<file path="config.mk">
export PLATFORM = sky130hd
export DESIGN_NAME = dtmf_tone_decoder
export DESIGN_NICKNAME = d
export VERILOG_FILES = /design/src/rtl/dtmf_tone_decoder.sv
export SDC_FILE = /design/constraint.sdc
export NUM_CORES = 1
export LEC_CHECK = 0
export BUFFER_PORTS_ARGS = -buffer_cell sky130_fd_sc_hd__buf_2
export CAP_MARGIN = 10
export CORE_ASPECT_RATIO = 1.25
export CORE_MARGIN = 2
export CORE_UTILIZATION = 50
export CTS_BUF_LIST = sky130_fd_sc_hd__clkbuf_4
export DETAILED_ROUTE_END_ITERATION = 7
export GPL_TIMING_DRIVEN = 0
export PLACE_DENSITY = 0.66
export SYNTH_ARGS = -nofsm -noshare
export SYNTH_HDL_FRONTEND = slang
export SYNTH_SLANG_ARGS = --single-unit
</file>
<file path="constraint.sdc">
create_clock -name inclk -period 3.23 [get_ports inclk]
set_input_delay 0.1615 -clock inclk [delete_from_list [all_inputs] [get_ports inclk]]
set_output_delay 0.1615 -clock inclk [all_outputs]
set_load 0.1 [all_outputs]
</file>
<file path="src/rtl/dtmf_tone_decoder.sv">
// DTMF receive decoder: measures the row and column square-wave periods,
// classifies each into one of four tones and reports the locked key.
module dtmf_channel #(
   parameter logic [3:0][11:0] NOM     = '0,
   parameter int               TOL     = 20,
   parameter int               CONFIRM = 4,
   parameter int               TIMEOUT = 2047
) (
   input  logic       clk,
   input  logic       rst_n,
   input  logic       tone,
   output logic       locked,
   output logic [1:0] lock_idx,
   output logic       bad
);
   localparam int CW = $clog2(CONFIRM + 1);
   localparam logic [CW-1:0] CONF = CW'(CONFIRM);

   typedef enum logic [1:0] {IDLE, MEASURE, LOCKED} state_t;
   state_t        state, state_nx;
   logic [2:0]    sync;
   logic [11:0]   cnt;
   logic [CW-1:0] match_cnt, match_nx;
   logic [1:0]    cand, idx;
   logic          rise, hit, expired;

   assign rise    = sync[1] & ~sync[2];
   // an edge on the timeout cycle wins and is measured
   assign expired = (cnt == 12'(TIMEOUT)) & ~rise;

   always_comb begin
      hit = 1'b0;
      idx = 2'd0;
      for (int i = 0; i < 4; i++)
         if (int'(cnt) >= int'(NOM[i]) - TOL && int'(cnt) <= int'(NOM[i]) + TOL) begin
            hit = 1'b1;
            idx = 2'(i);
         end
   end

   always_comb begin
      if (!hit)                                 match_nx = '0;
      else if (match_cnt != '0 && idx == cand)  match_nx = match_cnt + 1'b1;
      else                                      match_nx = CW'(1);
   end

   always_ff @(posedge clk) begin
      if (!rst_n) state <= IDLE;
      else        state <= state_nx;
   end

   always_comb begin
      state_nx = state;
      unique case (state)
         IDLE:    if (rise) state_nx = MEASURE;
         MEASURE: if (expired) state_nx = IDLE;
                  else if (rise && match_nx == CONF) state_nx = LOCKED;
         LOCKED:  if (expired) state_nx = IDLE;
                  else if (rise && (!hit || idx != lock_idx)) state_nx = MEASURE;
         default: state_nx = IDLE;
      endcase
   end

   always_comb begin
      locked = (state == LOCKED);
      bad    = (state == LOCKED) && rise && (!hit || idx != lock_idx);
   end

   always_ff @(posedge clk) begin
      if (!rst_n) begin
         sync      <= '0;
         cnt       <= '0;
         match_cnt <= '0;
         cand      <= '0;
         lock_idx  <= '0;
      end else begin
         sync <= {sync[1:0], tone};
         if (rise)                         cnt <= 12'd1;
         else if (state == IDLE || expired) cnt <= '0;
         else if (cnt != '1)               cnt <= cnt + 12'd1;
         if (rise) begin
            if (state == MEASURE) begin
               match_cnt <= match_nx;
               if (hit) cand <= idx;
               if (match_nx == CONF) lock_idx <= idx;
            end else begin
               match_cnt <= '0;
            end
         end
      end
   end
endmodule

module dtmf_tone_decoder #(
   parameter int TOL     = 20,
   parameter int CONFIRM = 4,
   parameter int TIMEOUT = 2047
) (
   input  logic       inclk,
   input  logic       rst_n,
   input  logic       row_in,
   input  logic       col_in,
   output logic [3:0] key_code,
   output logic       key_valid,
   output logic       key_strobe,
   output logic       err_flag
);
   localparam logic [3:0][11:0] ROW_NOM = {12'd1063, 12'd1174, 12'd1299, 12'd1435};
   localparam logic [3:0][11:0] COL_NOM = {12'd612, 12'd677, 12'd749, 12'd827};
   localparam logic [1:0][3:0][11:0] NOM = {COL_NOM, ROW_NOM};

   function automatic bit windows_ok(input logic [3:0][11:0] t);
      for (int i = 0; i < 4; i++)
         for (int j = 0; j < 4; j++)
            if (i != j && int'(t[i]) - int'(t[j]) >= 0 && int'(t[i]) - int'(t[j]) <= 2 * TOL)
               return 1'b0;
      return 1'b1;
   endfunction

   if (!windows_ok(ROW_NOM) || !windows_ok(COL_NOM) || TIMEOUT >= 4095 || CONFIRM < 1) begin : g_cfg_err
      $error("dtmf_tone_decoder: overlapping tone windows or bad TIMEOUT/CONFIRM");
   end

   logic [1:0]      tones, locked, bad;
   logic [1:0][1:0] idx;
   logic            both;

   assign tones = {col_in, row_in};

   for (genvar g = 0; g < 2; g++) begin : g_ch
      dtmf_channel #(
         .NOM(NOM[g]), .TOL(TOL), .CONFIRM(CONFIRM), .TIMEOUT(TIMEOUT)
      ) u_ch (
         .clk(inclk), .rst_n(rst_n), .tone(tones[g]),
         .locked(locked[g]), .lock_idx(idx[g]), .bad(bad[g])
      );
   end

   assign both = &locked;

   always_ff @(posedge inclk) begin
      if (!rst_n) begin
         key_code   <= '0;
         key_valid  <= 1'b0;
         key_strobe <= 1'b0;
         err_flag   <= 1'b0;
      end else begin
         key_valid  <= both;
         key_strobe <= both & ~key_valid;
         if (both & ~key_valid) key_code <= {idx[0], idx[1]};
         if (|bad) err_flag <= 1'b1;
      end
   end
endmodule

</file>
# == After elaboration in Yosys (flattened, before gate mapping) ==
# Cells that the tools add are included.
# classes
n_addsub,4
magnitude_cmp,16
n_eq_ne,20
muxes,38
bitwise_logic,11
n_reduce_logical,40
# ops
operator,count
">= comparator 12 x 10 -> 1 bit, second input constant",4
">= comparator 12 x 11 -> 1 bit, second input constant",4
"<= comparator 12 x 10 -> 1 bit, second input constant",4
"<= comparator 12 x 11 -> 1 bit, second input constant",4
2-to-1 mux 2 bit,14
"adder 12 x 1 -> 12 bit, second input constant",2
"== test 12 x 11 -> 1 bit, second input constant",2
"!= test 12 bit, second input constant",2
logical AND 1 bit,18
2-to-1 mux 3 bit,6
AND reduction 3 bit,6
2-to-1 mux 1 bit,16
case mux 2 bit (3 select lines),2
nonzero test 3 bit,4
"adder 3 x 1 -> 3 bit, second input constant",2
"== test 3 bit, second input constant",2
"!= test 3 x 1 -> 1 bit, second input constant",2
"!= test 3 bit, second input constant",2
inverter 1 bit,6
OR reduction 3 bit,2
AND 1 bit,5
"== test 2 x 1 -> 1 bit, second input constant",2
== test 2 bit,2
"== test 2 bit, second input constant",2
7 further kinds,14
# totals
reg_bits,55
input_bits,4
output_inout_bits,7
elab_cells,147

# == Depth between registers and ports, before layout ==
# Gate-level depths: netlist of run 1.
# logic_depth
ltp_word,14
mapped_depth,10
depth_no_buf,9

# == Modules after synthesis ==
# From an unflattened synthesis of run 1, not the netlist that was laid out.
# unflattened
cells_unflattened,396
area_unflattened_um2,3338.2
# modules_own_cells
module,instances,cells_per_inst,area_per_inst_um2,seq_area_each_um2
dtmf_channel at g_ch[1].u_ch,1,192,1559.0,480.5
dtmf_channel at g_ch[0].u_ch,1,179,1517.7,480.5
dtmf_tone_decoder,1,25,261.5,140.1

# == Least setup slack after synthesis of run 1 ==
# Ideal clock, no wire load.
# synth_path
kind,reg2reg
start,reg g_ch[1].u_ch.cnt[3]
end,reg g_ch[1].u_ch.lock_idx[0]
setup_time_ns,0.130
arrival_ns,2.340
t_required_ns,3.100
slack_ns,0.760
path_stages_with_launch,9
path_buffers,1
period_less_slack_ns,2.470
path_cell_list,dfxtp_1 > buf_6 > or4_4 > o41ai_4 > a31oi_1 > xnor2_2 > a2111oi_4 > and4_1 > nor3_2
# synth_between
elab_chain_cells,11
word_cells_on_any_way,25
classes_between,8 x order compare; 2 x eq/ne; 9 x mux; 6 x reduce/logical
# synth_rtl
item,line,text
"start, declared",22,logic [11:0] cnt;
"start signal, assigned",80,else if (cnt != '1) cnt <= cnt + 12'd1;
>= comparator 12 x 10 -> 1 bit / <= comparator 12 x 10 -> 1 bit (equally long branches),35,if (int'(cnt) >= int'(NOM[i]) - TOL && int'(cnt) <= int'(NOM[i]) + TOL) begin
logical AND 1 bit,35,
2-to-1 mux 1 bit,35,
2-to-1 mux 2 bit (2 in series),35,
== test 2 bit,43,else if (match_cnt != '0 && idx == cand) match_nx = match_cnt + 1'b1;
logical AND 1 bit,43,
2-to-1 mux 3 bit,43,
2-to-1 mux 3 bit,42,if (!hit) match_nx = '0;
== test 3 bit,85,if (match_nx == CONF) lock_idx <= idx;
AND reduction 3 bit (no line),n/a,
"end signal, assigned",85,
"end, declared",13,"output logic [1:0] lock_idx,"
# Parallel ways exist; a longest one is shown, timed or not.
# A chain may end at the register's enable or synchronous reset.

# == Worst setup path after layout of run 1 ==
# Ends and elaborated chain as after synthesis.

==> results of run 1 <==
[what timing repair did]
action | CTS | global route
setup endpoints to repair | 0 | 0
hold buffers | 2 | 0
gates resized for setup | 0 | 0
endpoints found under the hold margin | 2 | 0
[kinds of logic after synthesis]
group	share of synthesized area, %
XOR/XNOR	5.12
adder cells (fa/ha/maj)	3.88
flip-flops	34.1
AO/OA/AOI/OAI	19.9
AND/OR/NAND/NOR	28.6
multiplexers	3.18
buffers and inverters	5.16
[state kept, by name (all words and copies together), names as in the netlist]
name                 count
err_flag                 1
g_ch.u_ch.cand           4
g_ch.u_ch.cnt           24
g_ch.u_ch.lock_idx       4
g_ch.u_ch.match_cnt      6
g_ch.u_ch.state          4
g_ch.u_ch.sync           6
key_code                 4
key_strobe               1
key_valid                1
[per-stage QoR]
step / hold slack, ns / setup slack, ns / std cells / total power, mW / util (%)
2_1_floorplan: 0.288 / 0.760 / 380 / 0.731 / -
3_3_place_gp: 0.366 / 0.543 / 475 / 0.745 / 54.5
3_5_place_dp: 0.371 / 0.522 / 475 / 0.746 / 54.5
4_1_cts: 0.0863 / 0.506 / 485 / 1.15 / 56.2
5_1_grt: 0.0778 / 0.347 / 485 / 1.18 / 56.2
6_report: 0.106 / 0.522 / 485 / 1.13 / 56.2
[metal layers]
layer | GRT usage [%] | routed length [um] | vias to the layer above
met3 | 3.97 | 149 | 13
met5 | 0 | 0 | -
met2 | 38.4 | 3520 | 40
met4 | 7.75 | 146 | 0
li1 | - | - | 1394
met1 | 24.6 | 3060 | 1252
[path summary, 6_finish.rpt]
| path | slack (ns) | cells past startpoint | end |
|---|---|---|---|
| worst min register to register | 0.46 | 1 | g_ch[0].u_ch.sync[1] |
| worst max register to register | 0.52 | 8 | g_ch[1].u_ch.lock_idx[0] |
| worst min-delay path | 0.11 | 3 | g_ch[0].u_ch.lock_idx[0] |
| worst max-delay path | 0.52 | 8 | g_ch[1].u_ch.lock_idx[0] |
[cell type report]
cell class	instances	area, um2
Timing Repair Buffer	12	70.1
Multi-Input combinational cell	286	1960
Inverter	20	75.1
Fill cell	596	2720
Clock buffer	5	37.5
Clock inverter	3	47.5
Sequential cell	55	1100
Tap cell	85	106
Buffer	19	91.3
[where the power goes]
group          leakage [nW]  switching (mW)  total (mW)  internal [mW]
clock                0.0458           0.228       0.396          0.168
sequential            0.444         0.00555       0.691          0.685
combinational         0.736          0.0272      0.0429         0.0157
[worst register-to-register path, delay by kind of cell (launching register included)]
family | cells | cell delay, ns
compound gates | 3 | 1.06
simple gates | 3 | 0.84
flops | 1 | 0.34
xor+xnor | 1 | 0.23
buf+inv | 1 | 0.13
[cell usage in the layout, fill, tap and decap left out, types with 8 or more instances in the layout]
cell	synthesis	layout
sky130_fd_sc_hd__nor2_1	43	43
sky130_fd_sc_hd__nor2b_1	8	8
sky130_fd_sc_hd__nor3_1	11	11
sky130_fd_sc_hd__nand3_1	16	16
sky130_fd_sc_hd__mux2i_1	8	8
sky130_fd_sc_hd__inv_1	20	20
sky130_fd_sc_hd__buf_2	4	14
sky130_fd_sc_hd__nand2b_1	10	10
sky130_fd_sc_hd__nand2_1	29	29
sky130_fd_sc_hd__a211oi_1	10	10
sky130_fd_sc_hd__o21ai_0	14	14
sky130_fd_sc_hd__ha_1	10	10
sky130_fd_sc_hd__clkbuf_1	13	13
sky130_fd_sc_hd__dfxtp_1	55	55
sky130_fd_sc_hd__and3_1	8	8
sky130_fd_sc_hd__and2_1	10	10
sky130_fd_sc_hd__xnor2_1	13	13
sky130_fd_sc_hd__a21oi_1	20	20
==> run summary, run 1 <==
The run finished with clean final reports. The placed wire-length estimate after detailed placement is 5210 um. The clock-pin slew on the worst setup and hold paths came out at 0.17 ns.

The count of unique library cells instantiated by Yosys is 63. The fraction of layout cells with a size suffix above 1 came out at 11.8%. Counting instances in the post-synthesis netlist gives the leading cell types as 55 x sky130_fd_sc_hd__dfxtp_1, 43 x sky130_fd_sc_hd__nor2_1, 29 x sky130_fd_sc_hd__nand2_1.

The die is 75.8 um wide. The insertion delay of the later-clocked pin in the worst-skew pair is 0.38 ns. The startpoint identified for the worst register-to-register timing path is g_ch[1].u_ch.cnt[3]. The count of input and output buffers came out at 10. In this run the post-CTS setup repair buffer count came out at 0. The floorplan step set the die height to 93.8 um. Before antenna repair, the detailed router went through 4 iterations. The synthesized netlist net count came out at 394.

The combined buffer and inverter count along the critical path came out at 1. The startpoint of the worst setup timing path is g_ch[1].u_ch.cnt[3]. Summed over its instances, the top area cell type makes up 34.1% of the synthesized netlist area. The number of buffers inserted during clock tree synthesis came out at 5. The number of global-route vias before repair is 2,650.

STA puts the critical path data required time at 3.50 ns. The number of endpoints failing setup at the final stage is 0. The relative slew slack is 61.1%. Setup repair after global routing left no endpoint under its margin.

The area of the die came out at 7110 um2. The routability-driven placement congestion ratio came out at 0.872. The data arrival time of the worst path came out at 2.98 ns. The core region is 6210 um2. The routed layout has 2,699 vias.

The aggregate global-route resource usage is 21.5%. The initial utilization of the core area, before any placement, comes to 52.0%. The post-route DRC violation count is 0. The synthesized instance count came out at 380.

The max capacitance violation total came out at 0. The residual overflow from global routing is 0. Among all flip-flop cells after synthesis, the most frequent one is sky130_fd_sc_hd__dfxtp_1.

The minimum period implied by the final worst setup slack came out at 2.71 ns. The sequential element share of the synthesized area is 34.1%. Once placement finished, the instance area stood at 3380 um2. The antenna diode count is 0. In this run the mean area of a mapped cell was 8.49 um2. The leakage power of the design came out at 1.23 nW. The cell area power density came out at 324 nW/um2. By area the synthesized netlist is led by sky130_fd_sc_hd__dfxtp_1 34%, sky130_fd_sc_hd__nor2_1 5.0%, sky130_fd_sc_hd__ha_1 3.9%, sky130_fd_sc_hd__xnor2_1 3.5%, sky130_fd_sc_hd__nand2_1 3.4%.

The number of levels in the clock H-tree is 2. The total wire length came out at 6880 um. The CTS tree is yes. The synthesis-to-finish area growth came out at 8.11%. The mapped netlist covers 3230 um2. The flip-flop and latch count after synthesis came out at 55. The worst IR drop on VDD is 0.000221 V. The highest achievable clock rate came out at 0.369 GHz. The count of final max-slew check failures came to 0.

The maximum net fanout on the critical path came out at 8. STA classifies the critical path endpoint as a flop. The post-layout net count is 413. Of all cell types, the one taking the most synthesized area is sky130_fd_sc_hd__dfxtp_1. Dividing the final minimum period by the clock period gives 83.8%.

The number of ports placed on the die boundary came out at 11. The final clock skew is 0.0146 ns. The worst stage delay on the critical path is 0.53 ns.

The global-route wire length before repair is 12,000 um. The detailed router finished its first iteration with 105 violations. The final standard cell area without fillers came out at 3490 um2. The clock passes through at most 2 buffers.

The cell sitting at the root of the clock tree is a sky130_fd_sc_hd__clkbuf_4. The final count of hold timing violations is 0. On the critical path, the stage with the largest delay is an instance of sky130_fd_sc_hd__or4_4. The final total negative setup slack is 0 ns.

The site row count is 32. The transition time at the pin with the least slew margin is 0.583 ns. The startpoint of the worst hold path is rst_n. The count of flip-flops with a built-in enable after synthesis came out at 0. The worst setup path is launched from a flop. The path class of the lowest-slack min-delay path is input port to flop.

The pin count of the biggest net entering global routing is 19. Using the TritonRoute via totals, the vias-per-cell ratio works out to 5.56. Among all cell types in the netlist, the one instantiated most often is sky130_fd_sc_hd__dfxtp_1.

During synthesis, Yosys emitted a total of 0 warnings. The total number of clock tree sinks is 55. The average detailed-routed wire length per instance came out at 14.2 um. By startpoint and endpoint, the worst setup path is classified as flop to flop. Traced cell by cell, the critical path runs through buf_6, or4_4, o41ai_4, a31oi_1, xnor2_2, a2111oi_4, and4_1, nor3_2. The fraction of registers with async set/reset came out at 0%. The antenna violation net count after detailed routing is 0. The initial antenna violation count is 0. On the critical path the largest part of the delay comes from compound AO/OA/AOI/OAI gates.
No activity file was read; power rests on OpenSTA's default activity.
==> inputs of run 2 (changes only) <==
- PLACE_DENSITY: 0.66 -> 0.69
- clock period: 3.23 -> 2.3 ns (I/O delays scaled with it)
==> run 2 against run 1 <==
The run now ends with negative setup slack left. Combinational power up 65%. Sequential share of layout area down 2.5 points. Maximum frequency up 10%. Non-clock buffer count up 15. Via count up 3.5%. Sequential power up 40%. First-iteration DRC count up 38%. Largest power group unchanged. Highest routed layer unchanged.
==> run summary, run 2 (same netlist as run 1, synthesis figures left out) <==
The area of the die is 7110 um2. The pin count of the biggest net entering global routing is 17. The count of non-filler cells in the finished layout is 500. The transition time at the pin with the least slew margin came out at 0.686 ns. By startpoint and endpoint, the worst setup path is classified as flop to flop.

The slowest stage of the critical path belongs to the cell sky130_fd_sc_hd__a2111oi_4. The final layout contains routed wiring with a total length of 7650 um. The placed wire-length estimate after detailed placement is 5150 um. During placement, the flow inserted port buffers numbering 10.

The final count of hold timing violations is 0. The minimum period implied by the final worst setup slack came out at 2.46 ns. The relative slew slack is 53.9%. In the post-route analysis, the smallest setup slack over all paths is -0.162 ns.

The final layout contains 428 nets. The routability-driven placement congestion ratio came out at 0.869. The clock-pin slew on the worst setup and hold paths is 0.16 ns.

The part of the cycle the worst path needs came out at 107%. The number of ports placed on the die boundary is 11. For this run, the top clock speed supported by timing is 0.406 GHz.

Ranked by flip-flop count, first place goes to g_ch.u_ch.cnt. The number of levels in the clock H-tree came out at 2. STA classifies the critical path endpoint as a flop. In the layout the commonest cells are 43 x sky130_fd_sc_hd__dfxtp_1, 40 x sky130_fd_sc_hd__nor2_1, 29 x sky130_fd_sc_hd__nand2_1. For the final routed database, the setup TNS stands at -0.907 ns. In this run the deepest clock path goes through 2 buffers. The number of vias per cell after detailed routing came out at 5.59. The number of endpoints failing setup at the final stage is 15. The checks that failed: negative setup slack.

The number of cells in the design after placement is 475. Before antenna repair, the detailed router went through 4 iterations. The count of routing violations after the opening detailed-route iteration came out at 145.

In this design, the stage delay of the slowest critical-path cell is 0.50 ns. Walking the worst path, the cells encountered are inv_4, ha_4, or4b_4, a21oi_4, a211o_1, nand3_2, a2111oi_4, and4_1, nor3_2. The total number of clock tree sinks is 55. The initial antenna violation count was 0.

The initial core utilization is 52.0%. The region available for standard cell placement spans 6210 um2. The count of final max-slew check failures is 0. The final clock skew came out at 0.0125 ns. The insertion delay of the later-clocked pin in the worst-skew pair came out at 0.38 ns. The antenna violation net count after detailed routing is 0.

The data required time at the worst endpoint came out at 2.57 ns. The site row count came out at 32. The worst setup path is launched from a flop. The min-delay analysis places its worst path in the category input port to flop. In the final layout, the registers with the most flip-flops are g_ch.u_ch.cnt x24, g_ch.u_ch.match_cnt x6, g_ch.u_ch.sync x6.

For this design the static power due to leakage is 1.36 nW. In this run the power density over the cells is 375 nW/um2. The fraction of layout cells with a size suffix above 1 is 27.0%. The leading cell type in the layout, fill and taps excluded is sky130_fd_sc_hd__dfxtp_1. The max capacitance violation total came out at 0. TritonCTS built the clock tree.

The worst IR drop on VDD is 0.000296 V. The die is 93.8 um tall. The residual overflow from global routing came out at 0.

The die extent in x came out at 75.8 um. Global routing consumed, over all layers together, 22.5% of the routing resources. The number of antenna diodes in the final layout is 0.

For this run, design rule violations remaining after detail routing come to 0. Along the worst path, the maximum fanout reaches 5. After detailed routing, the average wire length per cell comes to 15.3 um. The flow ran to the end, but the final reports show violations.

The data arrival time of the worst path came out at 2.74 ns. Setup repair after global routing could not meet its margin everywhere. The root buffer cell chosen for the clock tree is sky130_fd_sc_hd__clkbuf_4.

The register with the most flip-flops in the layout has 24 of them. The global-route wire length before repair is 12,400 um. Summing over every cut layer, the via total after detailed routing is 2,794. The number of buffers inserted during clock tree synthesis is 5.

From synthesis to final layout, the design area changed by 20.4%. The number of global-route vias before repair is 2,607.
==> run 2: cell types whose count changed in the layout (fill, tap and decap cells not counted), sizes merged <==
cell      delta
clkinv       +1
inv          -1
bufinv       -1
buf         +19
clkbuf       -4
clkinvlp     +1
==> run 2: power breakdown <==
| part | switching [mW] | internal, mW |
|---|---|---|
| clock network | 0.310 | 0.113 |
| registers | 0.00881 | 0.956 |
| logic | 0.0421 | 0.0284 |
| total | 0.360 | 1.10 |
==> run 2: routing by layer <==
layer / global-route usage (%) / routed length, um
met1: 27.1 / 3210
met2: 40.3 / 4150
met3: 3.00 / 194
met4: 6.87 / 89
met5: 0 / 0
==> run 2: path summary, 6_finish.rpt <==
check,slack (ns),depth (start not counted),end,from
max reg2reg,-0.16,9,g_ch[1].u_ch.lock_idx[0],g_ch[1].u_ch.cnt[1]
min,0.08,3,g_ch[1].u_ch.lock_idx[1],rst_n
max,-0.16,9,g_ch[1].u_ch.lock_idx[0],g_ch[1].u_ch.cnt[1]
min reg2reg,0.45,1,g_ch[1].u_ch.sync[1],g_ch[1].u_ch.sync[0]
==> run 2: area by class of cell <==
| type | count | area [um2] |
|---|---|---|
| well taps | 85 | 106 |
| repair buffers | 34 | 239 |
| plain buffers | 12 | 65.1 |
| multi-input cells | 286 | 2210 |
| fillers | 537 | 2320 |
| clock inverters | 3 | 15.0 |
| clock buffers | 5 | 37.5 |
| inverters | 20 | 80.1 |
| flip-flops and latches | 55 | 1130 |
==> run 2: worst max-delay path: cells and delay by family (launching register included) <==
family                   cells  cell delay (ns)
AO/OA/AOI/OAI                3             0.83
adder cells (fa/ha/maj)      1             0.17
buffers and inverters        1             0.05
flip-flops                   1             0.38
AND/OR/NAND/NOR              4             0.92
==> run 2: per-stage QoR <==
step	worst slack, ns	util [%]	power [mW]	area, um2	hold slack (ns)
2_1_floorplan	-0.0571	-	1.03	3240	0.242
3_3_place_gp	-0.350	54.7	1.05	3400	0.321
3_5_place_dp	-0.404	54.7	1.05	3400	0.326
4_1_cts	-0.199	59.3	1.47	3680	0.0644
5_1_grt	-0.289	62.6	1.52	3880	0.0804
6_report	-0.162	62.6	1.46	3880	0.0850
==> run 2: repair_timing <==
| item | in CTS | in global routing |
|---|---|---|
| gates resized for setup | 41 | 36 |
| hold endpoints to repair | 2 | 0 |
| hold buffers | 2 | 0 |
| endpoints found under the setup margin | 39 | 40 |
| setup buffers | 14 | 8 |
| pin swaps | 24 | 21 |
